--- src/rtl/ctrl_types_pkg.sv ---
// ============================================================================
// Module      : ctrl_types_pkg
// Description : Shared state, opcode and status types for the cache controller.
// Revision    : 1.1 - adds response state, status codes and sub-states
// ============================================================================
`default_nettype none

package ctrl_types_pkg;

    typedef enum logic [2:0] {
        ST_IDLE   = 3'd0,
        ST_GET    = 3'd1,
        ST_UPSERT = 3'd2,
        ST_DEL    = 3'd3,
        ST_ERR    = 3'd4,
        ST_RESP   = 3'd5
    } top_state_e;

    typedef enum logic [2:0] {
        OP_NOOP   = 3'd0,
        OP_GET    = 3'd1,
        OP_UPSERT = 3'd2,
        OP_DELETE = 3'd3
    } operation_e;

    typedef enum logic [1:0] {
        STATUS_OK        = 2'd0,
        STATUS_NOT_FOUND = 2'd1,
        STATUS_FULL      = 2'd2,
        STATUS_BAD_OP    = 2'd3
    } status_e;

    typedef enum logic [0:0] {GET_ST_START = 1'b0, GET_ST_READ = 1'b1} get_substate_e;
    typedef enum logic [0:0] {UPSERT_ST_START = 1'b0} put_substate_e;
    typedef enum logic [0:0] {DEL_ST_START = 1'b0} del_substate_e;

    typedef struct packed {
        get_substate_e get_sub;
        put_substate_e put_sub;
        del_substate_e del_sub;
    } sub_cmd_t;

    localparam sub_cmd_t c_sub_start = '{
        get_sub: GET_ST_START,
        put_sub: UPSERT_ST_START,
        del_sub: DEL_ST_START
    };

endpackage

`default_nettype wire

--- src/rtl/onehot_prio_enc.sv ---
// ============================================================================
// Module      : onehot_prio_enc
// Description : Isolates the lowest set bit of a vector; flags any bit set.
// Revision    : 1.0 - initial release
// ============================================================================
`default_nettype none

module onehot_prio_enc #(
    parameter int N = 16
) (
    input  logic [N-1:0] vec_i,
    output logic [N-1:0] onehot_o,
    output logic         any_o
);

    // Two's complement negation keeps only the lowest set bit after the AND.
    assign onehot_o = vec_i & (-vec_i);
    assign any_o    = |vec_i;

endmodule

`default_nettype wire

--- src/rtl/cache_op_ctrl.sv ---
// ============================================================================
// Module      : cache_op_ctrl
// Description : Sequences GET/UPSERT/DELETE/NOOP requests against the entry array.
// Revision    : 2.0 - parametrised widths, full-array and bad-opcode handling
// ============================================================================
`default_nettype none

module cache_op_ctrl
    import ctrl_types_pkg::*;
#(
    parameter int KEY_W       = 32,
    parameter int VAL_W       = 64,
    parameter int NUM_ENTRIES = 16,
    parameter int CNT_W       = 16
) (
    input  logic                   clk,
    input  logic                   rst_n,
    input  logic                   req_valid_i,
    output logic                   req_ready_o,
    input  logic [2:0]             req_op_i,
    input  logic [KEY_W-1:0]       req_key_i,
    input  logic [VAL_W-1:0]       req_value_i,
    output logic [KEY_W-1:0]       mem_key_o,
    output logic [VAL_W-1:0]       mem_value_o,
    input  logic [NUM_ENTRIES-1:0] mem_hit_i,
    input  logic [NUM_ENTRIES-1:0] mem_used_i,
    output logic [NUM_ENTRIES-1:0] mem_sel_o,
    output logic                   mem_we_o,
    output logic                   mem_clr_o,
    input  logic [VAL_W-1:0]       mem_rd_data_i,
    output logic                   resp_valid_o,
    input  logic                   resp_ready_i,
    output logic [1:0]             resp_status_o,
    output logic [VAL_W-1:0]       resp_value_o,
    output logic [CNT_W-1:0]       err_count_o
);

    localparam logic [CNT_W-1:0] c_cnt_max = '1;
    localparam logic [CNT_W-1:0] c_cnt_one = {{(CNT_W-1){1'b0}}, 1'b1};

    top_state_e             state_q;
    sub_cmd_t               sub_q;
    logic                   req_ready_q;
    logic [KEY_W-1:0]       key_q;
    logic [VAL_W-1:0]       value_q;
    logic                   resp_valid_q;
    status_e                resp_status_q;
    logic [VAL_W-1:0]       resp_value_q;
    logic [CNT_W-1:0]       err_count_q;
    logic [CNT_W-1:0]       err_count_d;

    logic [NUM_ENTRIES-1:0] hit_oh;
    logic [NUM_ENTRIES-1:0] free_oh;
    logic                   hit_any;
    logic                   free_any;

    onehot_prio_enc #(.N(NUM_ENTRIES)) u_hit_enc (
        .vec_i    (mem_hit_i),
        .onehot_o (hit_oh),
        .any_o    (hit_any)
    );

    onehot_prio_enc #(.N(NUM_ENTRIES)) u_free_enc (
        .vec_i    (~mem_used_i),
        .onehot_o (free_oh),
        .any_o    (free_any)
    );

    // Array select and strobes follow the live hit vector during the lookup cycle only.
    always_comb begin
        mem_sel_o = '0;
        mem_we_o  = 1'b0;
        mem_clr_o = 1'b0;
        case (state_q)
            ST_GET: begin
                if (sub_q.get_sub == GET_ST_START) mem_sel_o = hit_oh;
            end
            ST_UPSERT: begin
                if (sub_q.put_sub == UPSERT_ST_START) begin
                    mem_sel_o = hit_any ? hit_oh : free_oh;
                    mem_we_o  = hit_any | free_any;
                end
            end
            ST_DEL: begin
                if (sub_q.del_sub == DEL_ST_START) begin
                    mem_sel_o = hit_oh;
                    mem_clr_o = hit_any;
                end
            end
            default: ;
        endcase
    end

    always_comb begin
        err_count_d = err_count_q;
        if (resp_valid_q && resp_ready_i && (resp_status_q != STATUS_OK) &&
            (err_count_q != c_cnt_max)) begin
            err_count_d = err_count_q + c_cnt_one;
        end
    end

    always_ff @(posedge clk) begin
        if (!rst_n) begin
            state_q       <= ST_IDLE;
            sub_q         <= c_sub_start;
            req_ready_q   <= 1'b0;
            key_q         <= '0;
            value_q       <= '0;
            resp_valid_q  <= 1'b0;
            resp_status_q <= STATUS_OK;
            resp_value_q  <= '0;
            err_count_q   <= '0;
        end else begin
            err_count_q <= err_count_d;
            case (state_q)
                ST_IDLE: begin
                    req_ready_q <= 1'b1;
                    if (req_ready_q && req_valid_i) begin
                        req_ready_q  <= 1'b0;
                        key_q        <= req_key_i;
                        value_q      <= req_value_i;
                        sub_q        <= c_sub_start;
                        resp_value_q <= '0;
                        case (req_op_i)
                            OP_NOOP: begin
                                resp_status_q <= STATUS_OK;
                                resp_valid_q  <= 1'b1;
                                state_q       <= ST_RESP;
                            end
                            OP_GET:    state_q <= ST_GET;
                            OP_UPSERT: state_q <= ST_UPSERT;
                            OP_DELETE: state_q <= ST_DEL;
                            default: begin
                                resp_status_q <= STATUS_BAD_OP;
                                resp_valid_q  <= 1'b1;
                                state_q       <= ST_RESP;
                            end
                        endcase
                    end
                end
                ST_GET: begin
                    if (sub_q.get_sub == GET_ST_START) begin
                        if (hit_any) begin
                            sub_q.get_sub <= GET_ST_READ;
                        end else begin
                            resp_status_q <= STATUS_NOT_FOUND;
                            resp_valid_q  <= 1'b1;
                            state_q       <= ST_RESP;
                        end
                    end else begin
                        resp_value_q  <= mem_rd_data_i;
                        resp_status_q <= STATUS_OK;
                        resp_valid_q  <= 1'b1;
                        state_q       <= ST_RESP;
                    end
                end
                ST_UPSERT: begin
                    resp_status_q <= (hit_any || free_any) ? STATUS_OK : STATUS_FULL;
                    resp_valid_q  <= 1'b1;
                    state_q       <= ST_RESP;
                end
                ST_DEL: begin
                    resp_status_q <= hit_any ? STATUS_OK : STATUS_NOT_FOUND;
                    resp_valid_q  <= 1'b1;
                    state_q       <= ST_RESP;
                end
                ST_RESP: begin
                    if (resp_ready_i) begin
                        resp_valid_q <= 1'b0;
                        req_ready_q  <= 1'b1;
                        state_q      <= ST_IDLE;
                    end
                end
                default: state_q <= ST_IDLE;
            endcase
        end
    end

    assign req_ready_o   = req_ready_q;
    assign mem_key_o     = key_q;
    assign mem_value_o   = value_q;
    assign resp_valid_o  = resp_valid_q;
    assign resp_status_o = resp_status_q;
    assign resp_value_o  = resp_value_q;
    assign err_count_o   = err_count_q;

endmodule

`default_nettype wire

--- config.mk ---
export PLATFORM = sky130hd
export DESIGN_NAME = cache_op_ctrl
export DESIGN_NICKNAME = d
export VERILOG_FILES = /design/src/rtl/ctrl_types_pkg.sv /design/src/rtl/onehot_prio_enc.sv /design/src/rtl/cache_op_ctrl.sv
export SDC_FILE = /design/constraint.sdc
export NUM_CORES = 1
export LEC_CHECK = 0
export ABC_AREA = 1
export BUFFER_PORTS_ARGS = -buffer_cell sky130_fd_sc_hd__buf_2
export CORE_AREA = 3 3 155 157
export CTS_CLUSTER_SIZE = 20
export DETAILED_ROUTE_END_ITERATION = 16
export DIE_AREA = 0 0 158 160
export SETUP_SLACK_MARGIN = 0.05
export SYNTH_ARGS = -nofsm -noshare
export SYNTH_HDL_FRONTEND = slang
export SYNTH_HIERARCHICAL = 1
export SYNTH_SLANG_ARGS = --single-unit
--- constraint.sdc ---
create_clock -name clk -period 3.55 [get_ports clk]
set_input_delay 0.1775 -clock clk [delete_from_list [all_inputs] [get_ports clk]]
set_output_delay 0.1775 -clock clk [all_outputs]
set_load 0.005 [all_outputs]
==> run metrics <==
status=completed; cell count of the worst hold path=3; TritonCTS clock tree=built; worst reg2reg path startpoint=state_q[2]$_SDFFE_PN0P_; Final Util=0.517; Total GRT Usage=0.226; HPWL Detailed=about 21 mm; H-tree Lvls=4; Clock Skew=0.0104 ns; Die W=158 µm; IO Port Bufs=396; die area=25,300 µm²; Worst VDD drop=319 µV; Post-Syn Area per Cell=6.86 µm²; Worst path slowest cell=nor2_1; Critical Path Fanout Max=16; adder-cell share of the synthesized area=0.00158; fin nets=about 1,800; Worst Path Arrival=~2.3 ns; Hold WS=between 0.015 and 0.02 ns; Cell Pwr Density=530 nW/µm²; Final Total Pwr=6.20 mW; post-synthesis cell count=1,155; Max Freq=0.403 GHz; Initial Util=0.350; initial antenna violation count=7; Worst path most repeated cell=nor2_1; startpoint types=register; io pins=397; GP Congestion=between 0.8 and 0.9; Min-Delay Startpoint=mem_rd_data_i[30]; design area=~12,000 µm²; mapped cell area=just under 8000 µm²; Syn-to-layout area delta=47.6%; Max stage delay on crit path=0.67 ns; unrepaired setup endpoints after global routing=false; terminus of the critical flop-to-flop path=resp_value_o[16]$_SDFFE_PN0P_; worst skew pair latency=roughly 0.43 ns; setup violators final=0; critical path type=register to output port; grt ovf=0; critical path capture point type=output port; XOR/XNOR Fraction of Synth Area=0.00663; P_leak=5.30 nW; Netlist cell types=27; Routed WL per cell=about 16 µm; Rel. slew slack=0.264; main combinational cell family by area after synthesis=simple AND/OR/NAND/NOR gates; Post-DP Area=10,000 µm²; Compound-Gate Fraction of Synth Area=0.138; critical path data required time=3.37 ns; sequential element share of the synthesized area=0.465; post-layout min period=roughly 2.5 ns; R2R Setup Slk=roughly 1.3 ns; syn_nets=1,355; Worst-path clk slew=0.07 ns; Bufs on Longest Clock Path=2; worst-margin pin slew=1.10 ns; YS warnings=6; setup TNS=0 ns; worst r2r path cells=9; drt drc=0; Post-Synth Simple-Gate Area=0.307; register bit total from synthesis=184; CP top delay family=simple AND/OR/NAND/NOR gates; Die Ht=160 µm; clock sink count=184; TritonCTS Buffers=17; Core Box Area=roughly 23,000 µm²; max-slew violation count=0; mux share of post-synthesis cell area=0; clock root buffer=clkbuf_16; first-pass GRT wire length=45.9 mm; DR vias=9,196; crit path cell chain=inv_2 > nand2_1 > nor2_1 > nor2_1 > o21ai_0 > buf_2; fraction of layout instances using a drive strength above 1=0.281; CP Buf/Inv Count=2; final WL=30.0 mm; Worst Hold Path EP=resp_value_o[30]$_SDFFE_PN0P_; vias in the first global route=8,628; vias per inst=4.79; Final Hold Vio Count=0; Final Cycle Share=0.698; largest net degree at the start of global routing=104; # rows=55; Detailed Route Iter0 Violations=639; fill cell count=2,186; max_cap viols=0; Min-Delay Path Class=input pin to register; ANT nets after route=0; DR pass1 iterations=5
-- cell usage after synthesis, drive strengths merged --
cell type	number	area, µm²
a21oi	176	881
a31oi	1	6.26
buf	30	183
clkbuf	39	146
clkinv	1	3.75
dfxtp	184	3680
ha	1	12.5
inv	84	315
nand2	386	1470
nand3	88	440
nand3b	3	22.5
nand4	7	43.8
nor2	94	383
nor3	14	70.1
nor3b	1	7.51
o211ai	1	7.51
o21ai	38	194
o22ai	1	6.26
xnor2	3	26.3
xor2	3	26.3
-- cell families (layout without fill, tap and decap cells) --
family / after synthesis / after routing
fa+ha+maj: 1 / 1
flops: 184 / 184
other cells: 0 / 6
compound gates: 217 / 217
buf+inv: 154 / 626
xor+xnor: 6 / 6
simple gates: 593 / 593
-- through the flow --
stage / instances / worst slack, ns
floorplan: 1155 / 2.06
global placement: 1775 / 1.15
detailed placement: 1775 / 1.20
CTS: 1912 / 1.06
global route: 1918 / 0.850
finish: 1918 / 1.07
-- tightest hold or removal path: cells and delay by family --
family,cells,cell delay (ns)
buffers and inverters,1,0.10
AND/OR/NAND/NOR,1,0.07
AO/OA/AOI/OAI,1,0.06
-- flip-flops by register name (all words and copies together), names as in the netlist --
signal         flops
mem_value_o       64
mem_key_o         32
sub_q              1
resp_valid_o       1
err_count_o       16
req_ready_o        1
resp_value_o      64
state_q            3
resp_status_o      2
-- per-layer routing --
layer	up-vias	wire, µm	global-route usage
met5	-	13	0
met4	2	1070	0.108
met3	72	2300	0.0626
met2	382	14300	0.369
met1	4126	12400	0.273
li1	4614	-	-
-- power by group --
part | internal (mW) | switching [mW] | leakage [nW] | total [mW]
combinational | 0.634 | 1.18 | 3.52 | 1.82
sequential | 2.33 | 0.162 | 1.49 | 2.50
clock | 0.941 | 0.944 | 0.281 | 1.88
total | 3.91 | 2.29 | 5.30 | 6.20
-- cell usage in the layout, fill, tap and decap left out, types with 2 or more instances in the layout --
cell type / instances
xnor2_1: 3
nor2_1: 86
a21oi_1: 176
dfxtp_1: 183
nand3b_1: 3
buf_4: 6
diode_2: 6
xor2_1: 3
nand2_2: 5
nand3_1: 88
buf_2: 396
clkinv_8: 4
inv_8: 3
inv_2: 4
nand4_1: 7
inv_6: 2
o21ai_0: 37
clkinv_4: 4
buf_12: 2
nand2_1: 380
clkbuf_16: 17
inv_1: 78
nor2_2: 6
nor3_1: 13
nor2_4: 2
dlygate4sd3_1: 106
-- how the worst max path moves through the flow --
stage | from | to | slack [ns] | depth (start not counted)
after floorplan | err_count_o[0]$_SDFFE_PN0P_ | err_count_o[2]$_SDFFE_PN0P_ | 2.06 | 8
after global placement | mem_hit_i[0] | mem_sel_o[14] | 1.15 | 10
after detailed placement | mem_hit_i[0] | mem_sel_o[10] | 1.20 | 10
after CTS | state_q[2]$_SDFFE_PN0P_ | mem_sel_o[14] | 1.06 | 6
after global routing | state_q[2]$_SDFFE_PN0P_ | mem_sel_o[15] | 0.85 | 6
final | state_q[2]$_SDFFE_PN0P_ | mem_sel_o[14] | 1.07 | 6
-- final cells by class --
type	count	area, µm²	share of cell area
Sequential cell	184	3680	0.315
Clock inverter	14	159	0.0136
Tap cell	285	357	0.0305
Multi-Input combinational cell	817	3610	0.308
Antenna cell	6	15.0	0.00128
Timing Repair Buffer	510	3130	0.267
Inverter	85	323	0.0276
Clock buffer	17	425	0.0364
-- repair_timing --
item | CTS | global route
gates resized for setup | 0 | 0
hold buffers | 106 | 0
hold endpoints to repair | 106 | 0
buffers inserted | 0 | 0
Power figures use the tool's default switching activity.
